[src/rtl/rmt_ctrl_pkg.sv]
// rmt_ctrl_pkg: shared control-path constants, FSM state type and header packer (used by ctrl_pkt_gen and the stage-side parsers)
package rmt_ctrl_pkg;
  typedef enum logic [1:0] {IDLE, HDR, DATA, GAP} state_t;
  localparam logic [2:0] RES_KEY_EXTRACT = 3'd0;
  localparam logic [2:0] RES_KEY_MASK = 3'd1;
  localparam logic [2:0] RES_CAM = 3'd2;
  localparam logic [2:0] RES_ACT_RAM = 3'd3;
  localparam int MAGIC_OFF = 0;
  localparam int MODID_OFF = 8;
  localparam int IDX_OFF = 16;
  localparam int SEQ_OFF = 24;
  localparam int NBEATS_OFF = 32;
  localparam int HDR_W = 40;
  localparam logic [7:0] CTRL_MAGIC_DEF = 8'hF2;
  function automatic logic [HDR_W-1:0] ctrl_hdr_pack(input logic [7:0] magic, input logic [4:0] stage,
                                                     input logic [2:0] res, input logic [7:0] idx,
                                                     input logic [7:0] seq, input logic [7:0] nbeats);
    ctrl_hdr_pack = '0;
    ctrl_hdr_pack[MAGIC_OFF +: 8] = magic;
    ctrl_hdr_pack[MODID_OFF +: 8] = {stage, res};
    ctrl_hdr_pack[IDX_OFF +: 8] = idx;
    ctrl_hdr_pack[SEQ_OFF +: 8] = seq;
    ctrl_hdr_pack[NBEATS_OFF +: 8] = nbeats;
  endfunction
endpackage

[src/rtl/ctrl_pkt_gen_if.sv]
// ctrl_pkt_gen_if: config request handshake (cfg_*) plus control AXI-Stream (c_m_axis_*, no tready); master = packet generator side
interface ctrl_pkt_gen_if #(
  parameter int DATA_W = 512,
  parameter int USER_W = 128,
  parameter int MAX_BEATS = 2
);
  logic cfg_req_valid;
  logic cfg_req_ready;
  logic [4:0] cfg_stage_id;
  logic [2:0] cfg_res_id;
  logic [7:0] cfg_index;
  logic [1:0] cfg_nbeats;
  logic [MAX_BEATS*DATA_W-1:0] cfg_payload;
  logic [DATA_W-1:0] c_m_axis_tdata;
  logic [USER_W-1:0] c_m_axis_tuser;
  logic [DATA_W/8-1:0] c_m_axis_tkeep;
  logic c_m_axis_tvalid;
  logic c_m_axis_tlast;
  modport master (
    input cfg_req_valid, cfg_stage_id, cfg_res_id, cfg_index, cfg_nbeats, cfg_payload,
    output cfg_req_ready, c_m_axis_tdata, c_m_axis_tuser, c_m_axis_tkeep, c_m_axis_tvalid, c_m_axis_tlast
  );
  modport slave (
    output cfg_req_valid, cfg_stage_id, cfg_res_id, cfg_index, cfg_nbeats, cfg_payload,
    input cfg_req_ready, c_m_axis_tdata, c_m_axis_tuser, c_m_axis_tkeep, c_m_axis_tvalid, c_m_axis_tlast
  );
endinterface

[src/rtl/ctrl_pkt_gen.sv]
// ctrl_pkt_gen: turns cfg writes into header+payload control beats with a forced idle gap; ports axis_clk, aresetn (sync, active-low), bus (ctrl_pkt_gen_if.master), busy, pkt_cnt
module ctrl_pkt_gen
  import rmt_ctrl_pkg::*;
#(
  parameter int C_S_AXIS_DATA_WIDTH = 512,
  parameter int C_S_AXIS_TUSER_WIDTH = 128,
  parameter int MAX_BEATS = 2,
  parameter int GAP_CYCLES = 2,
  parameter logic [7:0] CTRL_MAGIC = CTRL_MAGIC_DEF,
  parameter logic [7:0] SRC_PORT = 8'h00
) (
  input  logic axis_clk,
  input  logic aresetn,
  ctrl_pkt_gen_if.master bus,
  output logic busy,
  output logic [31:0] pkt_cnt
);
  localparam int W = C_S_AXIS_DATA_WIDTH;
  localparam int U = C_S_AXIS_TUSER_WIDTH;
  state_t r_state, w_next;
  logic [1:0] r_cnt, r_k, w_k_nxt, w_cnt_eff, w_ocnt;
  logic [7:0] r_seq, r_gap;
  logic [31:0] r_pkt_cnt;
  logic [MAX_BEATS*W-1:0] r_payload;
  logic w_accept, w_last, w_gap_done, w_data_beat, w_tvalid, w_tlast;
  logic [15:0] w_len;
  logic [W-1:0] w_tdata, r_tdata;
  logic [U-1:0] w_tuser, r_tuser;
  logic [W/8-1:0] w_tkeep, r_tkeep;
  logic r_tvalid, r_tlast;
  assign w_accept = r_state == IDLE && bus.cfg_req_valid;
  assign w_last = r_state == DATA && r_k == r_cnt - 2'd1;
  assign w_gap_done = 32'(r_gap) == GAP_CYCLES - 1;
  assign w_cnt_eff = bus.cfg_nbeats == 2'd0 ? 2'd1 :
                     32'(bus.cfg_nbeats) > MAX_BEATS ? 2'(MAX_BEATS) : bus.cfg_nbeats;
  assign w_k_nxt = r_state == HDR ? 2'd0 : r_k + 2'd1;
  always_ff @(posedge axis_clk) begin
    if (!aresetn) r_state <= IDLE;
    else r_state <= w_next;
  end
  always_comb begin
    w_next = r_state == IDLE ? (bus.cfg_req_valid ? HDR : IDLE) :
             r_state == HDR  ? DATA :
             r_state == DATA ? (w_last ? (GAP_CYCLES == 0 ? IDLE : GAP) : DATA) :
             (w_gap_done ? IDLE : GAP);
  end
  // Outputs are computed for the beat of the next state so they can be registered
  // without adding a cycle; the header uses the live request inputs at accept.
  always_comb begin
    w_data_beat = w_next == DATA;
    w_tvalid = w_accept || w_data_beat;
    w_ocnt = w_accept ? w_cnt_eff : r_cnt;
    w_len = 16'((32'(w_ocnt) + 1) * W / 8);
    w_tdata = w_accept ? W'(ctrl_hdr_pack(CTRL_MAGIC, bus.cfg_stage_id, bus.cfg_res_id, bus.cfg_index,
                                          r_seq, {6'd0, w_cnt_eff})) :
              w_data_beat ? r_payload[32'(w_k_nxt)*W +: W] : '0;
    w_tuser = w_tvalid ? U'({SRC_PORT, w_len}) : '0;
    w_tkeep = w_tvalid ? '1 : '0;
    w_tlast = w_data_beat && w_k_nxt == r_cnt - 2'd1;
  end
  always_ff @(posedge axis_clk) begin
    if (!aresetn) begin
      r_tvalid <= 1'b0;
      r_tlast <= 1'b0;
      r_tdata <= '0;
      r_tuser <= '0;
      r_tkeep <= '0;
      r_cnt <= 2'd0;
      r_k <= 2'd0;
      r_seq <= 8'd0;
      r_gap <= 8'd0;
      r_pkt_cnt <= 32'd0;
      r_payload <= '0;
    end else begin
      r_tvalid <= w_tvalid;
      r_tlast <= w_tlast;
      r_tdata <= w_tdata;
      r_tuser <= w_tuser;
      r_tkeep <= w_tkeep;
      r_gap <= r_state == GAP ? r_gap + 8'd1 : 8'd0;
      if (w_accept) begin
        r_cnt <= w_cnt_eff;
        r_payload <= bus.cfg_payload;
      end
      if (w_data_beat) r_k <= w_k_nxt;
      if (w_last) begin
        r_pkt_cnt <= r_pkt_cnt + 32'd1;
        r_seq <= r_seq + 8'd1;
      end
    end
  end
  assign bus.cfg_req_ready = r_state == IDLE;
  assign bus.c_m_axis_tdata = r_tdata;
  assign bus.c_m_axis_tuser = r_tuser;
  assign bus.c_m_axis_tkeep = r_tkeep;
  assign bus.c_m_axis_tvalid = r_tvalid;
  assign bus.c_m_axis_tlast = r_tlast;
  assign busy = r_state != IDLE;
  assign pkt_cnt = r_pkt_cnt;
endmodule

[src/flat_wrapper.sv]
// flat-port wrapper written by rule: the top's interface ports become plain ports
module ctrl_pkt_gen_flat import rmt_ctrl_pkg::*;
#(
  parameter int C_S_AXIS_DATA_WIDTH = 512,
  parameter int C_S_AXIS_TUSER_WIDTH = 128,
  parameter int MAX_BEATS = 2,
  parameter int GAP_CYCLES = 2,
  parameter logic [7:0] CTRL_MAGIC = CTRL_MAGIC_DEF,
  parameter logic [7:0] SRC_PORT = 8'h00
)
  (axis_clk, aresetn, busy, pkt_cnt, bus_cfg_req_valid, bus_cfg_stage_id, bus_cfg_res_id, bus_cfg_index, bus_cfg_nbeats, bus_cfg_payload, bus_cfg_req_ready, bus_c_m_axis_tdata, bus_c_m_axis_tuser, bus_c_m_axis_tkeep, bus_c_m_axis_tvalid, bus_c_m_axis_tlast);
  ctrl_pkt_gen_if #(.DATA_W((512)), .USER_W((128)), .MAX_BEATS(MAX_BEATS)) bus_i ();
  input  logic axis_clk;
  input  logic aresetn;
  output logic busy;
  output logic [31:0] pkt_cnt;
  input wire logic [$bits(bus_i.cfg_req_valid)-1:0] bus_cfg_req_valid;
  input wire logic [$bits(bus_i.cfg_stage_id)-1:0] bus_cfg_stage_id;
  input wire logic [$bits(bus_i.cfg_res_id)-1:0] bus_cfg_res_id;
  input wire logic [$bits(bus_i.cfg_index)-1:0] bus_cfg_index;
  input wire logic [$bits(bus_i.cfg_nbeats)-1:0] bus_cfg_nbeats;
  input wire logic [$bits(bus_i.cfg_payload)-1:0] bus_cfg_payload;
  output wire logic [$bits(bus_i.cfg_req_ready)-1:0] bus_cfg_req_ready;
  output wire logic [$bits(bus_i.c_m_axis_tdata)-1:0] bus_c_m_axis_tdata;
  output wire logic [$bits(bus_i.c_m_axis_tuser)-1:0] bus_c_m_axis_tuser;
  output wire logic [$bits(bus_i.c_m_axis_tkeep)-1:0] bus_c_m_axis_tkeep;
  output wire logic [$bits(bus_i.c_m_axis_tvalid)-1:0] bus_c_m_axis_tvalid;
  output wire logic [$bits(bus_i.c_m_axis_tlast)-1:0] bus_c_m_axis_tlast;
  assign bus_i.cfg_req_valid = bus_cfg_req_valid;
  assign bus_i.cfg_stage_id = bus_cfg_stage_id;
  assign bus_i.cfg_res_id = bus_cfg_res_id;
  assign bus_i.cfg_index = bus_cfg_index;
  assign bus_i.cfg_nbeats = bus_cfg_nbeats;
  assign bus_i.cfg_payload = bus_cfg_payload;
  assign bus_cfg_req_ready = bus_i.cfg_req_ready;
  assign bus_c_m_axis_tdata = bus_i.c_m_axis_tdata;
  assign bus_c_m_axis_tuser = bus_i.c_m_axis_tuser;
  assign bus_c_m_axis_tkeep = bus_i.c_m_axis_tkeep;
  assign bus_c_m_axis_tvalid = bus_i.c_m_axis_tvalid;
  assign bus_c_m_axis_tlast = bus_i.c_m_axis_tlast;
  ctrl_pkt_gen #(.C_S_AXIS_DATA_WIDTH(C_S_AXIS_DATA_WIDTH), .C_S_AXIS_TUSER_WIDTH(C_S_AXIS_TUSER_WIDTH), .MAX_BEATS(MAX_BEATS), .GAP_CYCLES(GAP_CYCLES), .CTRL_MAGIC(CTRL_MAGIC), .SRC_PORT(SRC_PORT)) u_core (.axis_clk(axis_clk), .aresetn(aresetn), .bus(bus_i), .busy(busy), .pkt_cnt(pkt_cnt));
endmodule
[config.mk]
export PLATFORM = sky130hd
export DESIGN_NAME = ctrl_pkt_gen_flat
export DESIGN_NICKNAME = d
export VERILOG_FILES = /design/src/rtl/rmt_ctrl_pkg.sv /design/src/rtl/ctrl_pkt_gen_if.sv /design/src/rtl/ctrl_pkt_gen.sv /design/src/flat_wrapper.sv
export SDC_FILE = /design/constraint.sdc
export NUM_CORES = 2
export LEC_CHECK = 0
export CELL_PAD_IN_SITES_DETAIL_PLACEMENT = 0
export CELL_PAD_IN_SITES_GLOBAL_PLACEMENT = 1
export CORE_AREA = 2 2 688 690
export DETAILED_ROUTE_END_ITERATION = 10
export DIE_AREA = 0 0 690 692
export PLACE_DENSITY = 0.37
export REMOVE_ABC_BUFFERS = 1
export SKIP_LAST_GASP = 1
export SLEW_MARGIN = 20
export SYNTH_ARGS = -nofsm -noshare
export SYNTH_HDL_FRONTEND = slang
export SYNTH_SLANG_ARGS = --single-unit
[constraint.sdc]
create_clock -name axis_clk -period 3.1 [get_ports axis_clk]
set_clock_uncertainty 0.1 [all_clocks]
set_input_delay 0.775 -clock axis_clk [delete_from_list [all_inputs] [get_ports axis_clk]]
set_output_delay 0.775 -clock axis_clk [all_outputs]
set_load 0.01 [all_outputs]
==> key figures <==
GRT
  • First-pass GRT wire length: 457.1 mm
  • Gr usage total: 13.48%
  • GRT overflow: 0
  • Antenna violations before repair: 232
  • Pin count of the biggest net entering global routing: 93
  • Vias in the first global route: 55,200

Setup path
  • Worst reg-to-reg setup slack: 0.36 ns
  • CP startpoint: u_core.bus.c_m_axis_tdata[423]$_SDFF_PP0_
  • CP endpoint: bus_c_m_axis_tdata[423]
  • Critical path depth: 1
  • Req. time, crit path: 2.22 ns
  • Startpoint types: flip-flop
  • Crit Path Max Fanout: 2
  • CP arrival: 2.06 ns
  • CP cell instances: clkdlybuf4s50_1
  • Cells on worst reg2reg path: 7
  • Buf+Inv Stages, Crit Path: 1
  • RR Endpoint: u_core.bus.c_m_axis_tdata[312]$_SDFF_PP0_
  • Worst setup path class: flip-flop to primary output
  • Critical path's top delay family: buffers and inverters
  • Critical Path Sink Type: primary output
  • CP max-delay cell: clkdlybuf4s50_1
  • Worst R2R Start: u_core.r_state[1]$_SDFF_PN0_
  • Max incr delay on CP: 0.65 ns

Routing
  • WL/cell: 22.24 um
  • DRC Markers: 0
  • Detailed router's first-iteration violation count: 3,053
  • Drt pass-1 iters: 7
  • Via Count: 54,720
  • Vias per std cell: 3.610
  • Antenna Nets Post-Route: 0
  • Total Wirelength: 337.1 mm

Run
  • Max cap viols: 0

Clocking
  • CTS Sinks: 1,595
  • H-Tree Depth: 4
  • Clock buffer depth: 4
  • Root Buffer: clkbuf_16
  • CTS tree: done
  • Reg clk slew, reported paths: 0.06 ns
  • Worst-Skew Late Latency: 0.89 ns
  • Setup Buffers After CTS: 0
  • Hold_buf cts: 0
  • Number of buffers created by CTS: 213

Floorplan
  • Core area: 0.4698 mm2
  • # rows: 252
  • Die area: 0.4775 mm2
  • DIE WIDTH: 690 um
  • Starting density of the core: 12.06%
  • DIE HEIGHT: 692 um
  • I/O pins: 1,785

Power and ir drop
  • Fraction of power consumed by sequential logic: 40.2%
  • Clock share of power: 45.4%
  • Internal Pwr Total: 39,840 uW
  • Leak Pwr: 0.03058 uW
  • Comb pwr share: 14.4%
  • VDD IR max: 0.0004201 V
  • Pwr dens: 628.6 mW/mm2
  • Switch share: 28.24%
  • Switching Power: 15,680 uW

STA
  • RSZ-0062 raised after global routing: false
  • Final hold viol count: 0
  • Endpoints failing setup: 0
  • Slew Limit Fails: 0
  • Final setup margin: 0.1646 ns
  • Tmin final: 2.935 ns
  • Fmax: 0.3407 GHz
  • Fin crit share: 94.69%
  • Max_slew headroom: 42.81%
  • Worst slew pin tran: 0.8500 ns

Synthesis
  • Top_reg_cell synth: dfxtp_1
  • Post-synth EDFFs: 0
  • Post-Synthesis Cells: 7,181
  • Sequential area share after synthesis: 56.38%
  • Netlist Area Pre-Place: 0.05664 mm2
  • Synth cell types: 50
  • FFs w/ async S/R, synth: 0%
  • Yosys reg bits: 1,595
  • Synthesized area per cell: 7.887 um2
  • Synth warn: 0

Place
  • Pre-CTS WS: 0.08673 ns
  • IO buf count: 1,658
  • Post-DP HPWL: 261.6 mm
  • Cell count after placement: 14,720
  • Routability cong.: 0.7878

Cells and area
  • Layout cells sized above 1: 6.806%
  • Layout Nets: 9,761
  • P&R area growth vs syn: 55.95%
  • Finished Layout Cells: 15,160

Status
  • Status: complete, no violations

Min path
  • Worst min path class: flip-flop to flip-flop
  • Hold Crit Depth: 2
-- cells in the mapped netlist, drive strengths merged (3+ instances only) --
cell	number	area, um2
nand2	3049	11440
dfxtp	1595	31930
a21oi	1525	7632
buf	381	2370
clkbuf	341	1280
nor2	69	259.0
mux2i	26	264.0
a2bb2oi	24	210.2
xor2	21	183.9
nand3	19	95.09
xnor2	15	150.2
nand4	14	93.84
and3	11	68.82
nor3	9	45.04
nor4	8	65.06
o21ai	8	40.03
a21o	7	52.55
or4	7	56.30
inv	6	22.52
o31ai	6	45.04
and2	5	31.28
ha	5	62.56
or3	4	25.02
nor2b	3	18.77
-- cell type report --
type / instances / area, um2
clock buffers: 327 / 6441
repair buffers: 1913 / 19840
fillers: 52690 / 381500
multi-input cells: 4982 / 21540
clock inverters: 51 / 593.1
flip-flops and latches: 1595 / 31940
well taps: 6223 / 7786
inverters: 6 / 30.03
diodes: 60 / 150.1
-- cell families (layout without fill, tap and decap cells) --
kind of cell	after synthesis	count (layout)	share of synthesized area (%)
adders and majority gates	5	5	0.1105
other	1	185	0.006621
buffers and inverters	728	2297	6.484
muxes	27	27	0.4860
and+or+nand+nor	3209	3209	21.72
DFF	1595	1595	56.38
xor gates and xnor gates	36	36	0.5899
AOI/OAI and AO/OA	1580	1580	14.23
-- cell usage in the layout (no fill, tap or decap), types with 48 or more instances in the layout --
master,count
clkbuf_8,64
diode_2,60
clkbuf_16,215
dfxtp_1,1592
nor2_1,67
clkbuf_1,48
buf_4,149
buf_12,105
conb_1,125
a21oi_1,1524
nand2_1,3048
clkdlybuf4s50_1,1653
-- layer usage --
layer	share of wire [%]	track usage, %	up-vias
met4	2.7	3.578	84
met3	6.8	3.803	649
met5	0.15	0	-
met1	40	15.64	26240
li1	-	-	25940
met2	50	24.11	1803
-- timing repair --
item	CTS	global route
endpoints found under the setup margin	71	2
gates cloned	1	0
gates resized for setup	12	2
pin swaps	0	0
-- flip-flops by register name, summed over array words and instances, names as in the netlist --
signal	flops
u_core.r_payload	1024
u_core.bus.c_m_axis_tdata	512
u_core.pkt_cnt	32
u_core.r_gap	8
u_core.r_seq	8
u_core.bus.c_m_axis_tuser	3
u_core.r_cnt	2
u_core.r_k	2
u_core.r_state	2
u_core.bus.c_m_axis_tkeep	1
u_core.bus.c_m_axis_tlast	1
-- power by group through the flow --
stage | combinational (uW) | clock (uW) | sequential (uW)
finish | 8000 | 25200 | 22300
global placement | 8220 | 0 | 22700
CTS | 8250 | 26300 | 22300
floorplan | 4360 | 0 | 22500
detailed placement | 8210 | 0 | 22700
global route | 8730 | 27000 | 22400
-- per-stage QoR --
step / TNS [ns] / hold slack, ns / util [%] / power [uW] / area (um2)
floorplan: - / 0.3321 / - / 26900 / 53450
global placement: 0 / 0.3369 / 17.26 / 30940 / 81090
global route: 0 / 0.2455 / 18.78 / 58190 / 88240
detailed placement: 0 / 0.3414 / 17.26 / 30950 / 81090
finish: 0 / 0.3339 / 18.80 / 55520 / 88320
CTS: -0.5192 / 0.1947 / 18.77 / 56850 / 88170
-- how the worst min path moves through the flow --
stage                                              startpoint                                   endpoint  slack (ns)
after floorplan            u_core.r_payload[512]$_SDFFE_PN0P_    u_core.bus.c_m_axis_tdata[0]$_SDFF_PP0_        0.33
after global placement    u_core.r_payload[1019]$_SDFFE_PN0P_  u_core.bus.c_m_axis_tdata[507]$_SDFF_PP0_        0.34
after detailed placement   u_core.r_payload[601]$_SDFFE_PN0P_   u_core.bus.c_m_axis_tdata[89]$_SDFF_PP0_        0.34
after CTS                                bus_cfg_payload[535]         u_core.r_payload[535]$_SDFFE_PN0P_        0.19
after global routing                     bus_cfg_payload[456]         u_core.r_payload[456]$_SDFFE_PN0P_        0.25
final                      u_core.r_payload[719]$_SDFFE_PN0P_  u_core.bus.c_m_axis_tdata[207]$_SDFF_PP0_        0.33
Note: power is estimated with default switching activity, not from simulation.
